<file path="src/rtl/display_feeder.sv">
// Buffers host characters, normalises them, and drains one byte per display write strobe.
// Latency: a byte pushed on edge N is presented after N and can be written on edge N+1.
// Backpressure: in_ready drops when the FIFO is full; bytes offered while full are dropped and flagged.

module display_feeder_fifo #(
    parameter int WIDTH = 8,
    parameter int DEPTH = 16
) (
    input  logic                     sys_clock,
    input  logic                     reset_n,
    input  logic                     clr,
    input  logic                     push_vld,
    input  logic [WIDTH-1:0]         push_dat,
    input  logic                     pop_vld,
    output logic [WIDTH-1:0]         head_dat,
    output logic [$clog2(DEPTH):0]   count,
    output logic                     full,
    output logic                     empty
);
    localparam int AW = $clog2(DEPTH);
    localparam int CW = AW + 1;
    localparam logic [CW-1:0] FULL_CNT = CW'(DEPTH);

    logic [WIDTH-1:0] mem [DEPTH];
    logic [AW-1:0]    wr_ptr;
    logic [AW-1:0]    rd_ptr;
    logic             do_push;
    logic             do_pop;

    // full/empty come from the registered count, so a pop never frees room for a same-edge push
    assign full     = (count == FULL_CNT);
    assign empty    = (count == '0);
    assign do_push  = push_vld && !full && !clr;
    assign do_pop   = pop_vld && !empty && !clr;
    assign head_dat = empty ? '0 : mem[rd_ptr];

    always_ff @(posedge sys_clock or negedge reset_n) begin
        if (!reset_n) begin
            wr_ptr <= '0;
            rd_ptr <= '0;
            count  <= '0;
        end else if (clr) begin
            wr_ptr <= '0;
            rd_ptr <= '0;
            count  <= '0;
        end else begin
            if (do_push) begin
                wr_ptr <= wr_ptr + AW'(1);
            end
            if (do_pop) begin
                rd_ptr <= rd_ptr + AW'(1);
            end
            case ({do_push, do_pop})
                2'b10:   count <= count + CW'(1);
                2'b01:   count <= count - CW'(1);
                default: count <= count;
            endcase
        end
    end

    always_ff @(posedge sys_clock) begin
        if (do_push) begin
            mem[wr_ptr] <= push_dat;
        end
    end
endmodule

// Character feeder in front of the display TX register.
// Latency: one edge from push to disp_w_en; pop on the edge the display latches the byte.
// Backpressure: display stalls via disp_ready and the clock enables; producer stalls via in_ready.
module display_feeder #(
    parameter int DEPTH  = 16,
    parameter int UPCASE = 1
) (
    input  logic                     sys_clock,
    input  logic                     reset_n,
    input  logic                     pixel_clken,
    input  logic                     cpu_clken,
    input  logic                     in_valid,
    input  logic [7:0]               in_data,
    output logic                     in_ready,
    input  logic                     flush,
    output logic                     disp_address,
    output logic                     disp_w_en,
    output logic [7:0]               disp_din,
    input  logic                     disp_ready,
    output logic [$clog2(DEPTH):0]   count,
    output logic                     overflow
);
    logic       last_cr;
    logic       full;
    logic       empty;
    logic       is_cr;
    logic       is_lf;
    logic       drop_lf;
    logic       accept;
    logic       push_vld;
    logic       pop_vld;
    logic [7:0] norm_dat;

    assign is_cr   = (in_data[6:0] == 7'h0D);
    assign is_lf   = (in_data[6:0] == 7'h0A);
    assign drop_lf = last_cr && is_lf;

    always_comb begin
        norm_dat = in_data | 8'h80;
        if ((UPCASE != 0) && (in_data[6:0] >= 7'h61) && (in_data[6:0] <= 7'h7A)) begin
            norm_dat[5] = 1'b0;
        end
    end

    // accept covers both stored bytes and the LF swallowed after a CR
    assign accept   = in_valid && !full && !flush;
    assign push_vld = accept && !drop_lf;
    assign pop_vld  = pixel_clken && cpu_clken && disp_ready;

    display_feeder_fifo #(
        .WIDTH (8),
        .DEPTH (DEPTH)
    ) u_fifo (
        .sys_clock (sys_clock),
        .reset_n   (reset_n),
        .clr       (flush),
        .push_vld  (push_vld),
        .push_dat  (norm_dat),
        .pop_vld   (pop_vld),
        .head_dat  (disp_din),
        .count     (count),
        .full      (full),
        .empty     (empty)
    );

    assign in_ready     = !full;
    assign disp_w_en    = !empty;
    assign disp_address = 1'b0;

    always_ff @(posedge sys_clock or negedge reset_n) begin
        if (!reset_n) begin
            overflow <= 1'b0;
            last_cr  <= 1'b0;
        end else if (flush) begin
            overflow <= 1'b0;
            last_cr  <= 1'b0;
        end else begin
            if (in_valid && full) begin
                overflow <= 1'b1;
            end
            if (accept) begin
                last_cr <= is_cr;
            end
        end
    end
endmodule
</file>
<file path="config.mk">
export PLATFORM = sky130hd
export DESIGN_NAME = display_feeder
export DESIGN_NICKNAME = d
export VERILOG_FILES = /design/src/rtl/display_feeder.sv
export SDC_FILE = /design/constraint.sdc
export NUM_CORES = 1
export LEC_CHECK = 0
export ABC_AREA = 1
export BUFFER_PORTS_ARGS = -buffer_cell sky130_fd_sc_hd__buf_2
export CAP_MARGIN = 15
export CORE_UTILIZATION = 35
export DETAILED_ROUTE_END_ITERATION = 8
export PLACE_DENSITY = 0.64
export REMOVE_ABC_BUFFERS = 1
export SLEW_MARGIN = 20
export SYNTH_ARGS = -nofsm -noshare
export SYNTH_HDL_FRONTEND = slang
export SYNTH_SLANG_ARGS = --single-unit
</file>
<file path="constraint.sdc">
create_clock -name sys_clock -period 1.9 [get_ports sys_clock]
set_input_delay 0.095 -clock sys_clock [delete_from_list [all_inputs] [get_ports sys_clock]]
set_output_delay 0.095 -clock sys_clock [all_outputs]
set_load 0.01 [all_outputs]
</file>
==> impl_results.md, run 1 <==
- Status: finished, violations left
- Failing checks: negative setup slack
- Largest net degree at the start of global routing: 23
- Root Buffer: clkbuf_16
- Clk_lat worst skew: 410 ps
- Hold Crit Class: primary input to register
- Worst Path Max Fanout: 20
- Design Power: 7.40 mW
- Port Buffers: 29
- Number of distinct library cells after synthesis: 36
- Ranking of synthesized cells by area: edfxtp_1 (60%), dfrtp_1 (6.7%), nand2_1 (6.7%), nor2_1 (3.8%), a21oi_1 (3.0%)
- Critical Path AT: 1920 ps
- Diodes inserted: 0
- Grt ovf: 0
- DR vias/cell: 5.10
- R2R Setup Slk: -40 ps
- Skew final: 8.60 ps
- Syn Std Cell Area: 5580 um^2
- HPWL Detailed: 8.84 mm
- Setup crit end kind: output port
- Worst-path cell chain: buf_6, o21ai_0, o22ai_1, nand2_1, nand2_1, nand2_1, nor2_1, buf_2
- CTS tree: built
- DR pass1 iterations: 7
- Final hold slack: 71.5 ps
- Clock sink total: 127
- Syn Area/Cell: 11.6 um^2
- Synthesized flop and latch total: 127
- Required @ worst endpoint: 1800 ps
- CP Launch Type: register
- Peak Freq: 495 MHz
- CORE AREA: 15400 um^2
- Max cap viols: 0
- First-pass GRT wire length: 21.4 mm
- Register area share after synthesis: 0.670
- Hold Path Stages: 2
- Leakage power: 2.81 nW
- Slowest stage delay, CP: 460 ps
- Global Route Usage Sum: 0.178
- Placer congestion estimate: 0.836
- Pins Over Slew Limit: 0
- Setup violators final: 8
- Top cell type's share of synthesized area: 0.603
- Slew headroom: 0.667
- Number of CTS-inserted buffers: 17
- Starting DRT DRC Count: 462
- Clock transition at path regs: 50 ps
- Synth Warn #: 0
- Gate Count Post-Synth: 483
- Initial Utilization: 0.363
- Hold_sp: flush
- H-tree depth: 4
- DRC violations left: 0
- Crit Reg-Reg Startpoint: u_fifo.count[1]
- Worst slew pin tran: 500 ps
- Slowest CP cell: dfrtp_2
- Die ar.: 16500 um^2
- Vias in the first global route: 3966
- Vias: 4080
- Initial antenna violation count: 0
- Tcrit/Tclk final: 1.06
- Worst R2R End: u_fifo.count[4]
- Final min period: 2020 ps
- Final WL: 14.0 mm
- Area growth, synth to finish: 30.1%
- Crit path kind: register to output port
- Clock buffer depth: 2
- Layout cells sized above 1: 0.311
- Antenna Nets Post-Route: 0
- Wire length per cell: 17.4 um
- R2R depth: 14
- Synth area leader: edfxtp_1
- Hold Vio Cnt, Final: 0
- FP Rows: 45
- Die Wd: 128 um
- Worst hold endpoint: overflow
- Die height: 128 um
- Worst IR drop on VDD: 0.000668 V
- Commonest non-fill, non-tap cell in the layout: edfxtp_1
- P per Cell Area: 1020 nW/um^2
- RSZ-0062 raised after global routing: yes
- Min setup slack post-route: -120 ps
- Commonest cells after routing, fill and taps aside: edfxtp_1 (112), nand2_1 (90), nor2_1 (52)
- Crit path top cell by count: nand2_1
- Setup TNS: -722 ps
- I/O pin count: 32
- Fin nets: 600
[synth_stat cells]
master	count
o21ai_4	1
nand3_2	1
a311oi_1	1
edfxtp_1	112
dfrtp_1	15
a21oi_1	34
nor2_8	2
nand3_1	14
and3_1	1
o22ai_1	14
nor2_4	2
a31oi_1	1
nor2_1	57
nand2_4	3
nand4_1	1
ha_1	8
nand3b_1	1
xnor2_1	1
buf_4	5
fa_1	1
nand3_4	2
buf_2	9
conb_1	1
xor2_1	2
o21ai_0	33
nand2_2	6
clkinv_1	1
clkbuf_1	4
o211ai_1	4
nor3_1	10
nand2_1	99
inv_2	4
inv_1	15
mux2i_1	7
o21ai_1	10
buf_6	1
[what timing repair did]
action | CTS | global route
buffers inserted | 8 | 4
pin swaps | 13 | 15
cloned | 1 | 2
gates resized for setup | 41 | 32
hold endpoints to repair | 16 | 0
endpoints found under the setup margin | 9 | 121
hold buffers | 2 | 0
[power breakdown]
| group | internal [mW] | switching, mW | leakage (nW) |
|---|---|---|---|
| clock network | 2.06 | 1.08 | 0.288 |
| logic | 0.425 | 0.640 | 1.31 |
| registers | 3.14 | 0.0622 | 1.21 |
[per-layer routing]
layer | global-route usage | wire [um] | vias to the layer above
li1 | - | - | 1898
met1 | 0.230 | 5840 | 1973
met2 | 0.286 | 6770 | 185
met3 | 0.0480 | 1110 | 24
met4 | 0.0644 | 238 | 0
met5 | 0 | 0 | -
[cells by family (layout without fill, tap and decap cells)]
| group | after synthesis | count (layout) | share of synthesized area |
|---|---|---|---|
| mux | 7 | 7 | 0.0126 |
| fa+ha+maj | 9 | 9 | 0.0215 |
| flops | 127 | 127 | 0.670 |
| other cells | 1 | 1 | 0.000672 |
| buf+inv | 39 | 145 | 0.0329 |
| compound gates | 98 | 98 | 0.0957 |
| xor+xnor | 3 | 3 | 0.00471 |
| simple gates | 199 | 199 | 0.162 |
[final cells by class]
class	instances	area [um^2]
flip-flops and latches	127	3740
well taps	211	264
repair buffers	93	733
inverters	20	93.8
multi-input cells	317	1850
clock inverters	7	83.8
fillers	1357	8110
clock buffers	25	495
[stage by stage]
| step | setup slack [ps] | std cells | util | instance area, um^2 |
|---|---|---|---|---|
| floorplan | -536 | 464 | - | 5470 |
| global placement | -74.8 | 753 | 0.407 | 6260 |
| detailed placement | -140 | 753 | 0.407 | 6260 |
| CTS | -114 | 796 | 0.462 | 7100 |
| global route | -204 | 800 | 0.472 | 7260 |
| finish | -120 | 800 | 0.472 | 7260 |
[worst max-delay path: cells and delay by family (launching register included)]
kind	cells	cell delay (ps)
AND/OR/NAND/NOR	4	350
AO/OA/AOI/OAI	2	320
buffers and inverters	2	380
flip-flops	1	460
[flip-flops by register name (all words and copies together) (netlist names)]
register and count:
u_fifo.wr_ptr 4, u_fifo.rd_ptr 4, u_fifo.mem 112, overflow 1
u_fifo.count 5, last_cr 1
[worst max path at each step]
stage	start	endpoint	slack, ps	depth (start not counted)
6_report	u_fifo.rd_ptr[0]	disp_din[0]	-120	8
5_1_grt	u_fifo.rd_ptr[0]	disp_din[3]	-200	9
4_1_cts	u_fifo.rd_ptr[0]	disp_din[6]	-110	6
3_5_place_dp	u_fifo.count[1]	u_fifo.count[4]	-140	14
3_3_place_gp	u_fifo.count[1]	u_fifo.count[4]	-70	15
2_1_floorplan	u_fifo.rd_ptr[0]	disp_din[0]	-540	7
No activity file was read; power rests on OpenSTA's default activity.
==> inputs of run 2 (changes only) <==
--- a/config.mk
+++ b/config.mk
@@ -8,10 +8,9 @@
 export ABC_AREA = 1
 export BUFFER_PORTS_ARGS = -buffer_cell sky130_fd_sc_hd__buf_2
 export CAP_MARGIN = 15
-export CORE_UTILIZATION = 35
+export CORE_UTILIZATION = 51
 export DETAILED_ROUTE_END_ITERATION = 8
-export PLACE_DENSITY = 0.64
-export REMOVE_ABC_BUFFERS = 1
+export PLACE_DENSITY = 0.83
 export SLEW_MARGIN = 20
 export SYNTH_ARGS = -nofsm -noshare
 export SYNTH_HDL_FRONTEND = slang
==> impl_results.md, run 2 (synthesized netlist as in run 1, its figures left out) <==
- Clk_lat worst skew: 520 ps
- Final min period: 2190 ps
- Required @ worst endpoint: 1800 ps
- P per Cell Area: 1060 nW/um^2
- Hold Crit Class: primary input to register
- Setup crit end kind: output port
- Commonest cells after routing, fill and taps aside: edfxtp_1 (112), nand2_1 (87), nor2_1 (50)
- Hold Vio Cnt, Final: 0
- Max cap viols: 0
- FP Rows: 37
- DRC violations left: 0
- Initial Utilization: 0.533
- H-tree depth: 4
- I/O pin count: 32
- Layout cells sized above 1: 0.327
- Min setup slack post-route: -288 ps
- Root Buffer: clkbuf_8
- Worst IR drop on VDD: 0.000742 V
- CORE AREA: 10500 um^2
- Max reg flops: 112
- Diodes inserted: 0
- Crit path kind: register to output port
- Critical Path AT: 2090 ps
- Skew final: 6.67 ps
- Commonest non-fill, non-tap cell in the layout: edfxtp_1
- Vias: 4374
- Placed instance count: 674
- First-pass GRT wire length: 23.4 mm
- Multi-input gate area: 1870 um^2
- Clock buffer depth: 2
- Clock sink total: 127
- Vias in the first global route: 4281
- Grt ovf: 0
- Final std cells w/o fill: 723
- Fin nets: 598
- CTS tree: built
- Design Power: 7.62 mW
- RSZ-0062 raised after global routing: yes
- Reg area: 3750 um^2
- DR vias/cell: 6.05
- Initial antenna violation count: 0
- Worst Path Max Fanout: 14
- Setup TNS: -1710 ps
- Synthesized net count: 507
- Antenna Nets Post-Route: 0
- Final WL: 15.5 mm
- DR pass1 iterations: 5
- Placer congestion estimate: 0.840
- Setup violators final: 8
- Die ar.: 11400 um^2
- Status: finished, violations left
- Leakage power: 2.82 nW
- Peak Freq: 457 MHz
- Number of CTS-inserted buffers: 17
- Starting DRT DRC Count: 586
- Failing checks: negative setup slack
- Global Route Usage Sum: 0.282
- Filler cell count: 681
- HPWL Detailed: 8.88 mm
- CP Launch Type: register
- Largest registers: u_fifo.mem x112, u_fifo.count x5
- Wire length per cell: 21.5 um
- Die height: 107 um
- Port Buffers: 29
- Top reg by flops: u_fifo.mem
- Largest net degree at the start of global routing: 29
- Pins Over Slew Limit: 0
- Tcrit/Tclk final: 1.15
- Clock transition at path regs: 60 ps
- Area growth, synth to finish: 29.1%
- Die Wd: 107 um
## run 2: layout make-up
type / count / share of cell area
flip-flops and latches: 127 / 0.520
multi-input cells: 317 / 0.260
repair buffers: 91 / 0.100
clock buffers: 17 / 0.0575
clock inverters: 15 / 0.0269
well taps: 136 / 0.0236
inverters: 20 / 0.0120
## run 2: path summary, 6_finish.rpt
kind,from,end,slack [ps],cells past startpoint
setup / recovery,u_fifo.rd_ptr[0],disp_din[5],-290,8
hold / removal,in_data[5],u_fifo.mem[12][5],20,3
setup reg to reg,u_fifo.count[3],u_fifo.count[4],-70,15
hold reg to reg,overflow,overflow,530,2
max in group asynchronous,reset_n,u_fifo.rd_ptr[0],1560,2
min in group asynchronous,reset_n,u_fifo.wr_ptr[0],40,2
## run 2: through the flow
stage          worst slack, ps  area [um^2]  utilization  hold WS (ps)
3_3_place_gp              6.20         6190        0.591          20.7
5_1_grt                   -342         7200        0.689          27.8
4_1_cts                   -172         7040        0.673          4.81
3_5_place_dp             -58.7         6190        0.591          27.3
2_1_floorplan             -171         5630            -          -201
6_report                  -288         7200        0.689          18.0
## run 2: what timing repair did
item / in CTS / in global routing
resized for setup: 41 / 39
buffers inserted: 6 / 5
pin swaps: 14 / 15
hold buffers: 4 / 0
endpoints found under the setup margin: 9 / 73
gates cloned: 1 / 1
endpoints found under the hold margin: 17 / 0
## run 2: report_power, final
group	total, mW	internal, mW	switching (mW)	leakage (nW)
registers	3.21	3.14	0.0697	1.20
logic	1.10	0.419	0.679	1.33
clock network	3.31	2.12	1.19	0.285
total	7.62	5.68	1.94	2.82
## run 2: critical path, stage by stage (launching register included)
cell	delay [ps]
dfrtp_2	450
buf_4	250
nand2_1	120
a21oi_1	240
nor3_2	90
nand2_1	90
nand2_2	80
nor2_1	110
buf_2	130
## run 2: per-layer routing
layer,share of wire,track usage
met3,0.11,0.0699
met4,0.034,0.0939
met1,0.35,0.357
met5,0,0
met2,0.50,0.475
